<file path="src/rtl/uart_word_rx.sv">
// -----------------------------------------------------------------------------
// uart_word_rx
//   Receives 8N1 UART bytes on uart_rxd and packs them LSB-byte-first into
//   32-bit words, presented on a valid/ready output port and counted against a
//   word budget.
//
// Parameters
//   F_CLK, BAUD   : clock frequency and bit rate; CLKS_PER_BIT = F_CLK/BAUD
//   WORDS         : word count at which done_o sets (count saturates there)
//   TIMEOUT_BITS  : idle bit-times before a partial word is discarded
//
// Optional feature (compile-time macro UART_RX_TIMEOUT_EN)
//   Defined     : an idle counter drops a stale partial word and pulses
//                 timeout_o.
//   Not defined : partial words are kept indefinitely, timeout_o is tied 0.
//
// Ports
//   clk, rst      : system clock, asynchronous active-high reset
//   uart_rxd      : asynchronous serial input, idle high
//   clear_i       : one-cycle pulse; clears count, done, partial word, errors
//   word_o        : assembled word, byte k in bits [8k+7:8k]
//   word_valid_o  : word_o valid, held until accepted
//   word_ready_i  : consumer accept
//   word_cnt_o    : words loaded since reset/clear (saturating at WORDS)
//   done_o        : word_cnt_o == WORDS
//   frame_err_o   : sticky, a stop bit was sampled low
//   overrun_o     : sticky, a word completed while the output was still full
//   timeout_o     : one-cycle pulse when a partial word is discarded
//   dbg_state     : receiver FSM state (0 IDLE, 1 START, 2 DATA, 3 STOP)
//
// Handshake: a word transfers on every clock edge where word_valid_o and
// word_ready_i are both high. Once raised, word_valid_o and word_o stay
// stable until that transfer happens.
// -----------------------------------------------------------------------------
module uart_word_rx #(
  parameter int F_CLK        = 100000000,
  parameter int BAUD         = 115200,
  parameter int WORDS        = 1023,
  parameter int TIMEOUT_BITS = 16
) (
  input  logic        clk,
  input  logic        rst,
  input  logic        uart_rxd,
  input  logic        clear_i,
  output logic [31:0] word_o,
  output logic        word_valid_o,
  input  logic        word_ready_i,
  output logic [12:0] word_cnt_o,
  output logic        done_o,
  output logic        frame_err_o,
  output logic        overrun_o,
  output logic        timeout_o,
  output logic [1:0]  dbg_state
);

  localparam int CLKS_PER_BIT = F_CLK / BAUD;
  localparam int HALF_BIT     = CLKS_PER_BIT / 2;
  localparam int CNT_W        = $clog2(CLKS_PER_BIT + 1);

  localparam logic [CNT_W-1:0] BIT_LAST  = CNT_W'(CLKS_PER_BIT - 1);
  localparam logic [CNT_W-1:0] HALF_LAST = CNT_W'(HALF_BIT - 1);
  localparam logic [12:0]      WORDS_C   = 13'(WORDS);

  typedef enum logic [1:0] {
    S_IDLE  = 2'd0,
    S_START = 2'd1,
    S_DATA  = 2'd2,
    S_STOP  = 2'd3
  } state_t;

  state_t           state;
  logic             rxd_meta;
  logic             rxd_sync;
  logic [CNT_W-1:0] clk_cnt;
  logic [2:0]       bit_cnt;
  logic [7:0]       shreg;
  logic             byte_stb;
  logic             stop_bad;

  logic [1:0]       byte_idx;
  logic [23:0]      word_buf;
  logic             complete;
  logic             load;
  logic             accept;
  logic [12:0]      cnt_nxt;
  logic             timeout_hit;

  assign dbg_state = state;

  // Two-flop synchroniser; reset to the idle-high line level.
  always_ff @(posedge clk or posedge rst) begin
    if (rst) begin
      rxd_meta <= 1'b1;
      rxd_sync <= 1'b1;
    end else begin
      rxd_meta <= uart_rxd;
      rxd_sync <= rxd_meta;
    end
  end

  // Receiver FSM. byte_stb / stop_bad are registered one-cycle pulses issued
  // on the stop-bit sample.
  always_ff @(posedge clk or posedge rst) begin
    if (rst) begin
      state    <= S_IDLE;
      clk_cnt  <= '0;
      bit_cnt  <= '0;
      shreg    <= '0;
      byte_stb <= 1'b0;
      stop_bad <= 1'b0;
    end else begin
      byte_stb <= 1'b0;
      stop_bad <= 1'b0;
      case (state)
        S_IDLE: begin
          if (!rxd_sync) begin
            state   <= S_START;
            clk_cnt <= '0;
          end
        end
        S_START: begin
          // Half a bit in: still low means a real start bit, else a glitch.
          if (clk_cnt == HALF_LAST) begin
            clk_cnt <= '0;
            bit_cnt <= '0;
            state   <= rxd_sync ? S_IDLE : S_DATA;
          end else begin
            clk_cnt <= clk_cnt + 1'b1;
          end
        end
        S_DATA: begin
          if (clk_cnt == BIT_LAST) begin
            clk_cnt <= '0;
            shreg   <= {rxd_sync, shreg[7:1]};
            bit_cnt <= bit_cnt + 1'b1;
            if (bit_cnt == 3'd7) state <= S_STOP;
          end else begin
            clk_cnt <= clk_cnt + 1'b1;
          end
        end
        S_STOP: begin
          if (clk_cnt == BIT_LAST) begin
            clk_cnt <= '0;
            state   <= S_IDLE;
            if (rxd_sync) byte_stb <= 1'b1;
            else          stop_bad <= 1'b1;
          end else begin
            clk_cnt <= clk_cnt + 1'b1;
          end
        end
        default: state <= S_IDLE;
      endcase
    end
  end

  // Word assembly and output register.
  assign accept   = word_valid_o && word_ready_i;
  assign complete = byte_stb && (byte_idx == 2'd3);
  // A completed word loads into an empty register or one being drained now.
  assign load     = complete && (!word_valid_o || word_ready_i);

  always_comb begin
    cnt_nxt = word_cnt_o;
    if (clear_i)                             cnt_nxt = '0;
    else if (load && (word_cnt_o != WORDS_C)) cnt_nxt = word_cnt_o + 1'b1;
  end

  always_ff @(posedge clk or posedge rst) begin
    if (rst) begin
      byte_idx     <= '0;
      word_buf     <= '0;
      word_o       <= '0;
      word_valid_o <= 1'b0;
      word_cnt_o   <= '0;
      done_o       <= 1'b0;
      frame_err_o  <= 1'b0;
      overrun_o    <= 1'b0;
    end else begin
      word_cnt_o <= cnt_nxt;
      done_o     <= (cnt_nxt == WORDS_C);

      if (load)        begin
        word_o       <= {shreg, word_buf};
        word_valid_o <= 1'b1;
      end else if (accept) begin
        word_valid_o <= 1'b0;
      end

      if (complete && !load) overrun_o <= 1'b1;

      if (byte_stb) begin
        case (byte_idx)
          2'd0:    word_buf[7:0]   <= shreg;
          2'd1:    word_buf[15:8]  <= shreg;
          2'd2:    word_buf[23:16] <= shreg;
          default: ;
        endcase
        byte_idx <= byte_idx + 1'b1;
      end

      if (stop_bad) begin
        frame_err_o <= 1'b1;
        byte_idx    <= '0;
      end

      if (timeout_hit) byte_idx <= '0;

      // Clear drops the partial word and errors; a word loading this cycle
      // still lands in the output register.
      if (clear_i) begin
        byte_idx    <= '0;
        frame_err_o <= 1'b0;
        overrun_o   <= 1'b0;
      end
    end
  end

`ifdef UART_RX_TIMEOUT_EN
  localparam int TO_LIMIT = TIMEOUT_BITS * CLKS_PER_BIT;
  localparam int TO_W     = $clog2(TO_LIMIT + 1);
  localparam logic [TO_W-1:0] TO_LAST = TO_W'(TO_LIMIT - 1);

  logic [TO_W-1:0] idle_cnt;
  logic            idle_counting;

  // Counts only while idle with a partial word; a start edge clears it.
  assign idle_counting = (state == S_IDLE) && (byte_idx != 2'd0) && rxd_sync;
  assign timeout_hit   = idle_counting && (idle_cnt == TO_LAST);

  always_ff @(posedge clk or posedge rst) begin
    if (rst) begin
      idle_cnt  <= '0;
      timeout_o <= 1'b0;
    end else begin
      timeout_o <= timeout_hit;
      if (!idle_counting || timeout_hit) idle_cnt <= '0;
      else                               idle_cnt <= idle_cnt + 1'b1;
    end
  end
`else
  assign timeout_hit = 1'b0;
  assign timeout_o   = 1'b0;
`endif

endmodule

</file>
<file path="config.mk">
export PLATFORM = sky130hd
export DESIGN_NAME = uart_word_rx
export DESIGN_NICKNAME = d
export VERILOG_FILES = /design/src/rtl/uart_word_rx.sv
export SDC_FILE = /design/constraint.sdc
export NUM_CORES = 1
export LEC_CHECK = 0
export CAP_MARGIN = 20
export CORE_MARGIN = 2
export CORE_UTILIZATION = 49
export CTS_BUF_LIST = sky130_fd_sc_hd__clkbuf_16
export DETAILED_ROUTE_END_ITERATION = 12
export GPL_TIMING_DRIVEN = 0
export PLACE_DENSITY = 0.75
export SLEW_MARGIN = 30
export SYNTH_ARGS = -nofsm -noshare
export SYNTH_HDL_FRONTEND = slang
export SYNTH_SLANG_ARGS = --single-unit
export TNS_END_PERCENT = 30
</file>
<file path="constraint.sdc">
create_clock -name clk -period 3.7 [get_ports clk]
set_input_delay 0.925 -clock clk [delete_from_list [all_inputs] [get_ports clk]]
set_output_delay 0.925 -clock clk [all_outputs]
set_load 0.03 [all_outputs]
</file>
* After elaboration in Yosys (flattened, before gate mapping) *
Index checks and enable logic that the tools add are counted.

storage, ports and cells
  register bits after elaboration = 102
  input bits = 5
  output and inout bits = 52
  word-level logic and storage cells = 91

cells by class
  $add $sub $neg = 4
  equality and inequality tests = 16
  multiplexer cells = 31
  reduce and logical (&&, ||, !) cells = 22

operators by type and width
  kind                     count
  $mux W10                 3
  $pmux W10 S3             1
  $mux W13                 2
  $mux W2                  9
  $add A13 B1 Y13 const B  1
  $eq A13 B10 Y1 const B   1
  $ne A13 B10 Y1 const B   1
  $mux W1                  12
  $add A10 B1 Y10 const B  1
  $eq A10 B10 Y1 const B   1
  $eq A10 B9 Y1 const B    1
  $ne A2 B2 Y1 const B     5
  $eq A2 B2 Y1 const B     4
  $pmux W2 S4              1
  $reduce_and A2 Y1        4
  $reduce_bool A2 Y1       4
  $mux W3                  2
  $pmux W3 S2              1
  $logic_and A1 B1 Y1      5
  $reduce_and A5 Y1        1
  $eq A2 B1 Y1 const B     2
  $logic_not A2 Y1         2
  $add A3 B1 Y3 const B    1
  $eq A3 B3 Y1 const B     1
  other kinds (6)          7

* Depth between registers and ports, before layout *
Gate-level depths: netlist (run 1).

  depth in word-level cells = 7
  gate-level depth with buffers = 8

* Worst setup path before layout (run 1) *
OpenSTA, ideal clock, no wires.

  kind = register to register
  start = reg clk_cnt[2]
  end = reg shreg[0]
  library setup time = 0.125 ns
  arrival time = 2.120 ns
  setup slack = 1.456 ns
  cell stages (with the launch flop) = 6
  buffers on the path = 1
  path through = dfrtp_1 or3b_1 or4b_4 buf_6 nor3_4 mux2_2

on the way
  cells in the longest elaborated chain, start to end = 2

RTL lines
  what                                line  source
  start, declared                     74    logic [CNT_W-1:0] clk_cnt;
  start signal, assigned              128   clk_cnt <= clk_cnt + 1'b1;
  start signal, assigned              138   clk_cnt <= clk_cnt + 1'b1;
  start signal, assigned              148   clk_cnt <= clk_cnt + 1'b1;
  $eq A10 B10 Y1                      132   if (clk_cnt == BIT_LAST) begin
  $reduce_and A2 Y1 (no source line)  -
  end signal, assigned                134   shreg <= {rxd_sync, shreg[7:1]};
  end, declared                       76    logic [7:0] shreg;

No other way between the ends.
A chain may end at the register's enable or synchronous reset.

* Final worst setup path (run 1) *
  start = in word_ready_i
  end = reg done_o

on the way
  cells in the longest elaborated chain, start to end = 6

RTL lines
  what                  line  source
  start, declared       47    input logic word_ready_i,
  $logic_or A1 B1 Y1    160   assign load = complete && (!word_valid_o || word_ready_i);
  $logic_and A1 B1 Y1   160
  $logic_and A1 B1 Y1   165   else if (load && (word_cnt_o != WORDS_C)) cnt_nxt = word_cnt_o + 1'b1;
  $mux W13              165
  $mux W13              164   if (clear_i) cnt_nxt = '0;
  $eq A13 B10 Y1        180   done_o <= (cnt_nxt == WORDS_C);
  end signal, assigned  180
  end, declared         49    output logic done_o,

No other way between the ends.

==> impl_results.rst, run 1 <==
.. list-table::
   :header-rows: 1

   * - Metric
     - Value
   * - Worst-case headroom to the max-slew limit
     - 0.498
   * - Max Fanout on Critical Path
     - 7
   * - Ant diodes
     - 0
   * - Startpoint class of the critical path
     - input port
   * - FF-to-FF setup slack
     - roughly 1300 ps
   * - TritonCTS clock tree
     - built
   * - Total I/O pin count
     - 57
   * - Post-Synthesis Cells
     - ~420
   * - Number of port buffers
     - 54
   * - DRT iter0 DRCs
     - roughly 120
   * - Layout fillers
     - about 750
   * - Count of unresolved DRC violations after routing
     - 0
   * - Sum Neg Setup Slack
     - 0 ps
   * - Hold Crit Endpoint
     - rxd_sync
   * - Delay of the slowest cell on the worst path
     - between 400 and 500 ps
   * - Actual transition at the worst max-transition pin
     - around 750 ps
   * - Total detailed-routing wirelength
     - slightly below 9000 um
   * - Slowest library cell on the worst path
     - sky130_fd_sc_hd__clkdlybuf4s50_1
   * - Final core utilization
     - 0.622
   * - Class of the tightest hold or removal check
     - reg2reg
   * - Die W
     - a little under 100 um
   * - Cts repair resizes
     - 0
   * - Share of synthesized registers carrying an async set or reset
     - 1.00
   * - First-pass iteration count of the detailed router
     - 4
   * - RSZ-0062 raised after global routing
     - false
   * - CP Buf/Inv Count
     - 1
   * - Highest achievable clock rate
     - ~0.38 GHz
   * - Vias per inst
     - around 5.4
   * - Arrival time at the worst endpoint
     - ~2900 ps
   * - Insertion delay to the later sink of the worst-skew pair
     - ~340 ps
   * - Number of buffers added by the clock tree synthesis step
     - 9
   * - Hold_sp
     - rxd_meta
   * - Flop and latch count out of synthesis
     - roughly 100
   * - Maximum buffer depth of the clock tree
     - 2
   * - Level count of the clock H-tree
     - 3
   * - R2r endpoint
     - shreg[2]
   * - Max IR drop VDD
     - 0.220 mV
   * - Final instance area
     - ~0.0055 sq mm
   * - Number of slew-limit violations in the final report
     - 0
   * - Weighted congestion at the end of routability-driven global placement
     - between 0.8 and 0.9
   * - Clock tree root buffer cell
     - sky130_fd_sc_hd__clkbuf_16
   * - Detailed-placement wirelength estimate
     - between 6000 and 7000 um
   * - Endpoint required time on the critical path
     - between 3000 and 4000 ps
   * - Setup Buffers After CTS
     - 0
   * - Number of distinct library cells after synthesis
     - 44
   * - Flip-flop cell with the highest count after synthesis
     - sky130_fd_sc_hd__dfrtp_1
   * - Die area
     - 0.00985 sq mm
   * - Wire length per cell
     - between 10 and 15 um
   * - Nets@finish
     - 498
   * - Final-layout worst hold slack
     - 355 ps
   * - Count of nets left with antenna violations after detail routing
     - 0
   * - Fraction of layout instances using a drive strength above 1
     - 0.125
   * - Area added between synthesis and finish
     - 22.6%
   * - Hold path depth
     - 0
   * - Final clock period utilization by the worst path
     - 0.712
   * - Post-Syn Nets
     - 432
   * - Outcome
     - finished clean
   * - Number of vias after detailed routing
     - between 3k and 4k
   * - RR Startpoint
     - clk_cnt[2]
   * - Most common library cell in the layout ignoring fill and taps
     - sky130_fd_sc_hd__nand2_1
   * - Final clock skew
     - 9.36 ps
   * - First-pass GRT wire length
     - about 15,000 um
   * - Floorplan core area
     - 0.00876 sq mm
   * - Type of the worst setup path
     - in2reg
   * - Non-Filler Instances
     - between 500 and 600
   * - Number of buffers inserted for hold repair after clock tree synthesis
     - 0
   * - Worst reg-to-reg path cell count
     - 5
   * - Endpoints failing setup
     - 0
   * - Post-synthesis instance area
     - 0.00445 sq mm
   * - Critical path endpoint category
     - register
   * - MaxCap Viol Count
     - 0
   * - Number of core rows
     - 34
   * - Seq/Total Area, Yosys
     - 0.575
   * - Vert. Die Dim
     - 99.3 um
   * - Number of antenna violations at the first check in global routing
     - 0
   * - Synth Area per Inst
     - 10.6 sq um
   * - Commonest cells after routing, fill and taps aside
     - sky130_fd_sc_hd__nand2_1 (117), sky130_fd_sc_hd__dfrtp_1 (100), sky130_fd_sc_hd__clkdlybuf4s50_1 (54)
   * - Cell Pwr Density
     - roughly 380 mW/mm^2
   * - Vias in the first global route
     - approximately 3.2k
   * - Global-route usage over all layers
     - 0.194
   * - Initial cell density of the core
     - 0.507
   * - Clock-pin slew reported for the worst setup and hold paths after clock tree synthesis
     - ~70 ps
   * - Worst-path cell chain
     - clkdlybuf4s50_1 -> nand2b_1 -> nand2_1 -> a21oi_1 -> mux2_2 -> nor4b_1
   * - Placed cells
     - between 500 and 600
   * - Final critical delay including setup and external delays
     - roughly 2600 ps
   * - Placed Instance Area
     - around 0.0052 sq mm
   * - Count of flip-flops with a built-in enable after synthesis
     - 0
   * - Number of failing hold endpoints at the final stage
     - 0
   * - Total overflow reported by the global router
     - 0
   * - CTS sink count
     - a little over 100
   * - Top cell family by delay on the critical path
     - simple AND/OR/NAND/NOR gates
   * - Maximum number of pins on one net before global-route repair
     - 56
   * - Number of warnings issued by yosys
     - 0
   * - Leakage dissipation
     - approximately 2.6 nW
==> worst register-to-register path, stage by stage, from the launching register on <==
cell                      delay (ps)
sky130_fd_sc_hd__dfrtp_1         440
sky130_fd_sc_hd__or3b_1          420
sky130_fd_sc_hd__or4b_4          520
sky130_fd_sc_hd__buf_6           160
sky130_fd_sc_hd__nor3_4          390
sky130_fd_sc_hd__mux2_2          400
==> synthesized netlist by cell type, types with 2 or more instances <==
cell type | count | area share
sky130_fd_sc_hd__nand2_1 | 117 | 0.099
sky130_fd_sc_hd__dfrtp_1 | 100 | 0.56
sky130_fd_sc_hd__mux2_2 | 33 | 0.084
sky130_fd_sc_hd__nor2_1 | 21 | 0.018
sky130_fd_sc_hd__clkbuf_1 | 12 | 0.010
sky130_fd_sc_hd__nand3_1 | 12 | 0.014
sky130_fd_sc_hd__o21ai_0 | 11 | 0.012
sky130_fd_sc_hd__inv_1 | 10 | 0.0084
sky130_fd_sc_hd__nor3_1 | 10 | 0.011
sky130_fd_sc_hd__ha_1 | 9 | 0.025
sky130_fd_sc_hd__nor4_1 | 9 | 0.013
sky130_fd_sc_hd__xnor2_1 | 9 | 0.018
sky130_fd_sc_hd__a21oi_1 | 7 | 0.0079
sky130_fd_sc_hd__mux2i_1 | 5 | 0.011
sky130_fd_sc_hd__nand4_1 | 5 | 0.0070
sky130_fd_sc_hd__a21o_1 | 4 | 0.0068
sky130_fd_sc_hd__nor3b_1 | 4 | 0.0068
sky130_fd_sc_hd__xor2_1 | 4 | 0.0079
sky130_fd_sc_hd__nand2b_1 | 3 | 0.0042
sky130_fd_sc_hd__nor4b_1 | 3 | 0.0059
sky130_fd_sc_hd__buf_4 | 2 | 0.0034
sky130_fd_sc_hd__dfstp_2 | 2 | 0.012
sky130_fd_sc_hd__nand3b_1 | 2 | 0.0034
sky130_fd_sc_hd__nor2b_1 | 2 | 0.0028
sky130_fd_sc_hd__nor3_4 | 2 | 0.0073
sky130_fd_sc_hd__or3_1 | 2 | 0.0028
==> worst max path at each step <==
stage | from | endpoint | slack, ps | cells past startpoint
6_report | word_ready_i | done_o | 1070 | 6
3_5_place_dp | word_ready_i | done_o | 760 | 6
5_1_grt | word_ready_i | done_o | 890 | 6
4_1_cts | word_ready_i | done_o | 1050 | 6
2_1_floorplan | rst | async pin | 100 | 1
3_3_place_gp | rst | clk_cnt[0] | -1290 | 2
==> power breakdown <==
part / internal (W) / switching [W]
combinational: 0.00000770 / 0.0000282
clock: 0.000528 / 0.000411
sequential: 0.00112 / 0.000000512
total: 0.00165 / 0.000439
==> registers in the layout, summed over array words and instances (netlist names), 2 cells and up, named ones only <==
register    count
word_buf       24
word_o         32
shreg           8
clk_cnt        10
word_cnt_o     13
byte_idx        2
bit_cnt         3
==> final cells by class <==
cell class,count,area (sq um),area share
buffer,15,71.3,0.0131
clock buffer,9,225,0.0413
clock inverter,6,71.3,0.0131
inverter,10,42.5,0.00780
multi-input combinational,291,1780,0.327
sequential,102,2550,0.469
tap,108,135,0.0248
timing repair buffer,55,568,0.104
==> logic make-up (layout without fill, tap and decap cells) <==
group | Yosys count | count (layout) | synth area share
buf+inv | 25 | 95 | 0.0245
simple gates | 199 | 199 | 0.208
compound gates | 31 | 31 | 0.0464
flops | 102 | 102 | 0.575
mux | 38 | 38 | 0.0948
fa+ha+maj | 9 | 9 | 0.0253
xor+xnor | 13 | 13 | 0.0256
other cells | 1 | 1 | 0.000843
==> per-stage QoR <==
| step | setup WS [ps] | total power (W) |
|---|---|---|
| global route | 895 | 0.00216 |
| detailed placement | 757 | 0.00118 |
| finish | 1070 | 0.00209 |
| CTS | 1050 | 0.00211 |
| global placement | -1290 | 0.00117 |
| floorplan | 103 | 0.00116 |
==> metal layers <==
metal,GRT usage,wire (um),vias to the layer above,share of wire
li1,-,-,1554,-
met1,0.267,4190,1591,0.47
met2,0.307,4250,59,0.48
met3,0.0422,282,9,0.032
met4,0.0685,116,0,0.013
met5,0,0,-,0
Power figures use the tool's default switching activity.
==> inputs of run 2 (changes only) <==
--- a/config.mk
+++ b/config.mk
@@ -11,7 +11,7 @@
 export CTS_BUF_LIST = sky130_fd_sc_hd__clkbuf_16
 export DETAILED_ROUTE_END_ITERATION = 12
 export GPL_TIMING_DRIVEN = 0
-export PLACE_DENSITY = 0.75
+export PLACE_DENSITY = 0.72
 export SLEW_MARGIN = 30
 export SYNTH_ARGS = -nofsm -noshare
 export SYNTH_HDL_FRONTEND = slang
==> constraint.sdc (replaced) <==
create_clock -name clk -period 2.76 [get_ports clk]
set_input_delay 0.69 -clock clk [delete_from_list [all_inputs] [get_ports clk]]
set_output_delay 0.69 -clock clk [all_outputs]
set_load 0.03 [all_outputs]
==> impl_results.rst, run 2 (synthesis gave the netlist of run 1 again) <==
.. list-table::
   :header-rows: 1

   * - Metric
     - Value
   * - Outcome
     - finished clean
   * - Delay of the slowest cell on the worst path
     - 730 ps (+240 ps)
   * - Clock-pin slew reported for the worst setup and hold paths after clock tree synthesis
     - 70 ps (about the same)
   * - Clock tree root buffer cell
     - sky130_fd_sc_hd__clkbuf_16
   * - Sum Neg Setup Slack
     - 0 ps (unchanged)
   * - Number of buffers inserted for hold repair after clock tree synthesis
     - 0 (unchanged)
   * - Number of port buffers
     - 54 (unchanged)
   * - First-pass iteration count of the detailed router
     - 4 (unchanged)
   * - Number of buffers added by the clock tree synthesis step
     - 9 (unchanged)
   * - Total I/O pin count
     - 57 (unchanged)
   * - DRT iter0 DRCs
     - 126 (+7.7%)
   * - Worst-case headroom to the max-slew limit
     - 0.417 (-0.0818)
   * - Maximum buffer depth of the clock tree
     - 2 (unchanged)
   * - RSZ-0062 raised after global routing
     - false
   * - Final instance area
     - 0.00549 sq mm (+0.62%)
   * - Ant diodes
     - 0 (unchanged)
   * - TritonCTS clock tree
     - built
   * - Level count of the clock H-tree
     - 3 (unchanged)
   * - Setup Buffers After CTS
     - 0 (unchanged)
   * - Non-Filler Instances
     - 599 (+0.50%)
   * - Largest reg by FF count
     - word_o
   * - Share of total power consumed by net switching
     - 0.227 (+0.0171)
   * - MaxCap Viol Count
     - 0 (unchanged)
   * - Cell Pwr Density
     - 506 mW/mm^2 (+32%)
   * - Insertion delay to the later sink of the worst-skew pair
     - 350 ps (about the same)
   * - Weighted congestion at the end of routability-driven global placement
     - 0.856 (-3.9%)
   * - Place WS
     - 82.9 ps (-674 ps)
   * - Startpoint class of the critical path
     - register
   * - Type of the worst setup path
     - reg2reg
   * - Wire length per cell
     - 14.9 um (+0.48%)
   * - Highest achievable clock rate
     - approximately 0.40 GHz
   * - Count of unresolved DRC violations after routing
     - 0 (unchanged)
   * - Vias in the first global route
     - 3,228 (+1.9%)
   * - Endpoint required time on the critical path
     - 3000 ps (-930 ps)
   * - Sequential cell fraction of total power
     - 0.539 (+0.005)
   * - Vias per inst
     - 5.30 (-1.7%)
   * - Arrival time at the worst endpoint
     - 2710 ps (-150 ps)
   * - Maximum number of pins on one net before global-route repair
     - 29 (-48%)
   * - Final clock skew
     - 8.55 ps (-0.810 ps)
   * - Fraction of layout instances using a drive strength above 1
     - 0.128 (+0.00331)
   * - First-pass GRT wire length
     - 15,600 um (+2.3%)
   * - Placed Instance Area
     - 0.00519 sq mm (+0.75%)
   * - Number of antenna violations at the first check in global routing
     - 0 (unchanged)
   * - Max Fanout on Critical Path
     - 10 (+3)
   * - Number of vias after detailed routing
     - 3,173 (-1.2%)
   * - Detailed-placement wirelength estimate
     - 6210 um (+2.3%)
   * - Max FFs per register
     - 32 (unchanged)
   * - Nets@finish
     - 500 (+0.40%)
   * - Number of slew-limit violations in the final report
     - 0 (unchanged)
   * - Cell Int Power
     - 0.00214 W (+30%)
   * - Die W
     - 99.3 um (unchanged)
   * - Slowest library cell on the worst path
     - sky130_fd_sc_hd__nor4_1
   * - Most common library cell in the layout ignoring fill and taps
     - sky130_fd_sc_hd__nand2_1
   * - Endpoints failing setup
     - 0 (unchanged)
   * - Count of nets left with antenna violations after detail routing
     - 0 (unchanged)
   * - Total overflow reported by the global router
     - 0 (unchanged)
   * - Actual transition at the worst max-transition pin
     - 867 ps (+122 ps)
   * - Vert. Die Dim
     - 99.3 um (unchanged)
   * - Floorplan core area
     - 0.00876 sq mm (unchanged)
   * - Area added between synthesis and finish
     - 23.4%
   * - Number of core rows
     - 34 (unchanged)
   * - Commonest cells after routing, fill and taps aside
     - sky130_fd_sc_hd__nand2_1 (117), sky130_fd_sc_hd__dfrtp_1 (100), sky130_fd_sc_hd__clkdlybuf4s50_1 (54)
   * - Global-route usage over all layers
     - 0.198 (+0.00353)
   * - Number of failing hold endpoints at the final stage
     - 0 (unchanged)
   * - Post-route setup slack
     - 287 ps (-779 ps)
   * - Die area
     - 0.00985 sq mm (unchanged)
   * - Portion of total power attributed to the clock network
     - 0.441 (-0.008)
   * - Leakage dissipation
     - 2.61 nW (+0.51%)
   * - Class of the tightest hold or removal check
     - reg2reg
   * - Placed cells
     - 583 (+0.34%)
   * - Critical path endpoint category
     - register
   * - CTS sink count
     - 102 (unchanged)
   * - Worst-path cell chain
     - or3b_1 -> nor4_1 -> a2bb2oi_4 -> buf_4 -> o21ai_1 -> a21o_2
   * - Registers with the most flip-flops
     - word_o x32, word_buf x24, word_cnt_o x13
   * - Final clock period utilization by the worst path
     - 0.896
   * - Cts repair resizes
     - 0 (unchanged)
   * - Max IR drop VDD
     - 0.290 mV (+32%)
   * - Power dissipated by switching net loads
     - 0.000631 W (+44%)
   * - Initial cell density of the core
     - 0.507 (unchanged)
   * - Comb power frac
     - 0.020 (+0.003)
   * - Final critical delay including setup and external delays
     - ~2500 ps
   * - Total detailed-routing wirelength
     - 8930 um (+0.98%)
   * - FF-to-FF setup slack
     - 290 ps (-970 ps)
run 2: changes by cell type in the layout (fill, tap and decap cells not counted):
cell,previous run,this run
sky130_fd_sc_hd__buf_12,0,2
sky130_fd_sc_hd__clkinv_1,0,1
sky130_fd_sc_hd__clkinv_2,1,0
sky130_fd_sc_hd__clkinv_4,1,2
sky130_fd_sc_hd__bufinv_16,1,0
sky130_fd_sc_hd__clkinv_8,0,1
run 2: critical path, delay by kind of cell (launching register included):
kind	cells	cell delay (ps)
AO/OA/AOI/OAI	3	570
buffers and inverters	1	210
flip-flops	1	450
AND/OR/NAND/NOR	2	1140
run 2: worst paths after layout:
path                       startpoint       endpoint  depth (start not counted)
min                          rxd_meta       rxd_sync                          0
max reg2reg                clk_cnt[2]     clk_cnt[2]                          6
max                        clk_cnt[2]     clk_cnt[2]                          6
min reg2reg                  rxd_meta       rxd_sync                          0
min in group asynchronous         rst  word_cnt_o[0]                          2
max in group asynchronous         rst    byte_idx[1]                          4
run 2: final cells by class:
| cell class | instances | area [sq um] |
|---|---|---|
| clock inverter | 7 | 66.3 |
| timing repair buffer | 57 | 608 |
| clock buffer | 9 | 225 |
| inverter | 10 | 41.3 |
| fill | 715 | 3280 |
| buffer | 15 | 71.3 |
| tap | 108 | 135 |
| sequential | 102 | 2550 |
| multi-input combinational | 291 | 1780 |
run 2: power groups by stage:
| stage | sequential, W | clock [W] | combinational [W] |
|---|---|---|---|
| 4_1_cts | 0.00150 | 0.00125 | 0.0000574 |
| 3_5_place_dp | 0.00153 | 0 | 0.0000572 |
| 3_3_place_gp | 0.00153 | 0 | 0.0000440 |
| 6_report | 0.00150 | 0.00122 | 0.0000546 |
| 2_1_floorplan | 0.00153 | 0 | 0.0000295 |
| 5_1_grt | 0.00150 | 0.00132 | 0.0000624 |
run 2: per-layer routing:
| metal | up-vias | share of wire | GRT usage |
|---|---|---|---|
| met3 | 13 | 0.030 | 0.0379 |
| li1 | 1540 | - | - |
| met5 | - | 0 | 0 |
| met1 | 1561 | 0.47 | 0.275 |
| met4 | 0 | 0.016 | 0.0569 |
| met2 | 59 | 0.48 | 0.320 |
run 2: metrics by stage:
stage	hold slack (ps)	util	power (W)
2_1_floorplan	345	-	0.00156
3_3_place_gp	348	0.585	0.00157
3_5_place_dp	356	0.593	0.00158
4_1_cts	367	0.626	0.00280
5_1_grt	368	0.626	0.00288
6_report	365	0.626	0.00277
==> inputs of run 3 (changes only) <==
--- a/config.mk
+++ b/config.mk
@@ -6,12 +6,15 @@
 export NUM_CORES = 1
 export LEC_CHECK = 0
 export CAP_MARGIN = 20
+export CELL_PAD_IN_SITES_DETAIL_PLACEMENT = 0
+export CELL_PAD_IN_SITES_GLOBAL_PLACEMENT = 1
 export CORE_MARGIN = 2
-export CORE_UTILIZATION = 49
+export CORE_UTILIZATION = 43
 export CTS_BUF_LIST = sky130_fd_sc_hd__clkbuf_16
 export DETAILED_ROUTE_END_ITERATION = 12
+export GPL_ROUTABILITY_DRIVEN = 0
 export GPL_TIMING_DRIVEN = 0
-export PLACE_DENSITY = 0.72
+export PLACE_DENSITY_LB_ADDON = 0.1
 export SLEW_MARGIN = 30
 export SYNTH_ARGS = -nofsm -noshare
 export SYNTH_HDL_FRONTEND = slang
==> impl_results.rst, run 3 (synthesis gave the netlist of run 1 again) <==
.. list-table::
   :header-rows: 1

   * - Metric
     - Value
   * - Number of buffers inserted for hold repair after clock tree synthesis
     - 0 (unchanged)
   * - Final Power
     - 0.00276 W (-0.64%)
   * - Number of antenna violations at the first check in global routing
     - 0 (unchanged)
   * - Largest reg by FF count
     - word_o
   * - MaxCap Viol Count
     - 0 (unchanged)
   * - Leakage dissipation
     - 2.62 nW (+0.31%)
   * - Clock tree root buffer cell
     - sky130_fd_sc_hd__clkbuf_16
   * - Number of buffers added by the clock tree synthesis step
     - 9 (unchanged)
   * - TritonCTS clock tree
     - built
   * - Number of slew-limit violations in the final report
     - 0 (unchanged)
   * - Number of vias after detailed routing
     - 3,114 (-1.9%)
   * - Insertion delay to the later sink of the worst-skew pair
     - 340 ps (about the same)
   * - Final critical delay including setup and external delays
     - 2440 ps (-29.0 ps)
   * - Class of the tightest hold or removal check
     - reg2reg
   * - Commonest cells after routing, fill and taps aside
     - sky130_fd_sc_hd__nand2_1 (117), sky130_fd_sc_hd__dfrtp_1 (100), sky130_fd_sc_hd__clkdlybuf4s50_1 (54)
   * - Maximum number of pins on one net before global-route repair
     - 24 (-17%)
   * - Max Fanout on Critical Path
     - 10 (unchanged)
   * - Die W
     - 106 um (+6.5%)
   * - Number of core rows
     - 37 (+8.8%)
   * - Setup Buffers After CTS
     - 0 (unchanged)
   * - Arrival time at the worst endpoint
     - 2670 ps (-40 ps)
   * - Startpoint class of the critical path
     - register
   * - Total I/O pin count
     - 57 (unchanged)
   * - Most common library cell in the layout ignoring fill and taps
     - sky130_fd_sc_hd__nand2_1
   * - Highest achievable clock rate
     - 0.409 GHz (+1.2%)
   * - Post-route setup slack
     - 316 ps (+29.0 ps)
   * - Count of nets left with antenna violations after detail routing
     - 0 (unchanged)
   * - Area of combinational cells with multiple inputs
     - 0.00178 sq mm (unchanged)
   * - Number of port buffers
     - 54 (unchanged)
   * - Endpoints failing setup
     - 0 (unchanged)
   * - Nets@finish
     - 501 (+0.20%)
   * - Vert. Die Dim
     - 106 um (+6.5%)
   * - First-pass GRT wire length
     - 15,200 um (-2.1%)
   * - Detailed-placement wirelength estimate
     - 6410 um (+3.2%)
   * - Registers with the most flip-flops
     - word_o x32, word_buf x24, word_cnt_o x13
   * - Fraction of layout instances using a drive strength above 1
     - 0.130 (+0.00204)
   * - Vias per inst
     - 4.97 (-6.2%)
   * - Global-route usage over all layers
     - 0.170 (-0.0272)
   * - Layout fillers
     - 937 (+31%)
   * - Endpoint required time on the critical path
     - 2980 ps (-20 ps)
   * - Ant diodes
     - 0 (unchanged)
   * - Vias in the first global route
     - 3,078 (-4.6%)
   * - Initial cell density of the core
     - 0.437 (-0.0708)
   * - Clock-pin slew reported for the worst setup and hold paths after clock tree synthesis
     - 70 ps (about the same)
   * - Maximum buffer depth of the clock tree
     - 2 (unchanged)
   * - Area added between synthesis and finish
     - 24.8%
   * - Final-layout worst hold slack
     - 357 ps (-8.25 ps)
   * - Max FFs per register
     - 32 (unchanged)
   * - RSZ-0062 raised after global routing
     - false
   * - Max IR drop VDD
     - 0.274 mV (-5.5%)
   * - Final clock skew
     - 11.8 ps (+3.21 ps)
   * - Die area
     - 0.0112 sq mm (+13%)
   * - CTS sink count
     - 102 (unchanged)
   * - Worst-case headroom to the max-slew limit
     - 0.500 (+0.0834)
   * - First-pass iteration count of the detailed router
     - 4 (unchanged)
   * - Outcome
     - finished clean
   * - Actual transition at the worst max-transition pin
     - 743 ps (-124 ps)
   * - Cell Pwr Density
     - 497 mW/mm^2 (-1.8%)
   * - Level count of the clock H-tree
     - 3 (unchanged)
   * - Critical path endpoint category
     - register
   * - Place WS
     - 74.2 ps (-8.70 ps)
   * - Count of unresolved DRC violations after routing
     - 0 (unchanged)
   * - Total overflow reported by the global router
     - 0 (unchanged)
   * - Final clock period utilization by the worst path
     - 0.886 (-0.0105)
   * - Floorplan core area
     - 0.0102 sq mm (+16%)
   * - Number of failing hold endpoints at the final stage
     - 0 (unchanged)
   * - DRT iter0 DRCs
     - 87 (-31%)
   * - Total detailed-routing wirelength
     - 8990 um (+0.74%)
   * - Final core utilization
     - 0.545 (-0.0812)
   * - Seq. cell area
     - 0.00255 sq mm (unchanged)
   * - Type of the worst setup path
     - reg2reg
   * - Wire length per cell
     - 14.3 um (-3.8%)
   * - Cts repair resizes
     - 0 (unchanged)
[run 3: cell types whose count changed in the layout (fill, tap and decap cells not counted), sizes merged]
cell	previous run	this run
buf	6	7
clkinvlp	1	2
inv	12	10
[run 3: power by group]
part	total [W]	switching, W	internal, W
combinational	0.0000605	0.0000396	0.0000209
clock	0.00120	0.000577	0.000623
sequential	0.00150	0.00000109	0.00150
total	0.00276	0.000618	0.00214
[run 3: critical path: stages, from the launching register on]
cell                      delay [ps]
sky130_fd_sc_hd__dfrtp_1         440
sky130_fd_sc_hd__or3b_1          420
sky130_fd_sc_hd__or4b_4          520
sky130_fd_sc_hd__buf_6           160
sky130_fd_sc_hd__nor3_4          390
sky130_fd_sc_hd__mux2_2          400
[run 3: through the flow]
stage / instances / area (sq um) / TNS [ps]
2_1_floorplan: 418 / 4450 / 0
3_3_place_gp: 608 / 5160 / -18810
3_5_place_dp: 612 / 5260 / 0
4_1_cts: 627 / 5550 / 0
5_1_grt: 627 / 5550 / 0
6_report: 627 / 5550 / 0
[run 3: area by class of cell]
| class | count | area share |
|---|---|---|
| sequential | 102 | 0.461 |
| multi-input combinational | 291 | 0.321 |
| timing repair buffer | 58 | 0.116 |
| clock buffer | 9 | 0.0406 |
| tap | 136 | 0.0307 |
| buffer | 15 | 0.0129 |
| clock inverter | 6 | 0.0106 |
| inverter | 10 | 0.00744 |
[run 3: per-layer routing]
| metal | wire length, um | vias up | GRT usage |
|---|---|---|---|
| met5 | 0 | - | 0 |
| met4 | 112 | 0 | 0.0658 |
| met3 | 240 | 10 | 0.0247 |
| met2 | 4140 | 50 | 0.263 |
| met1 | 4490 | 1500 | 0.244 |
| li1 | - | 1554 | - |
[run 3: path summary, 6_finish.rpt]
check                            from            end  slack [ps]  cells after the start
max reg2reg                clk_cnt[2]       shreg[6]         320                      5
max in group asynchronous         rst  word_cnt_o[5]        1190                      5
max                        clk_cnt[2]       shreg[6]         320                      5
min in group asynchronous         rst     clk_cnt[3]         730                      2
min reg2reg                  rxd_meta       rxd_sync         360                      0
min                          rxd_meta       rxd_sync         360                      0
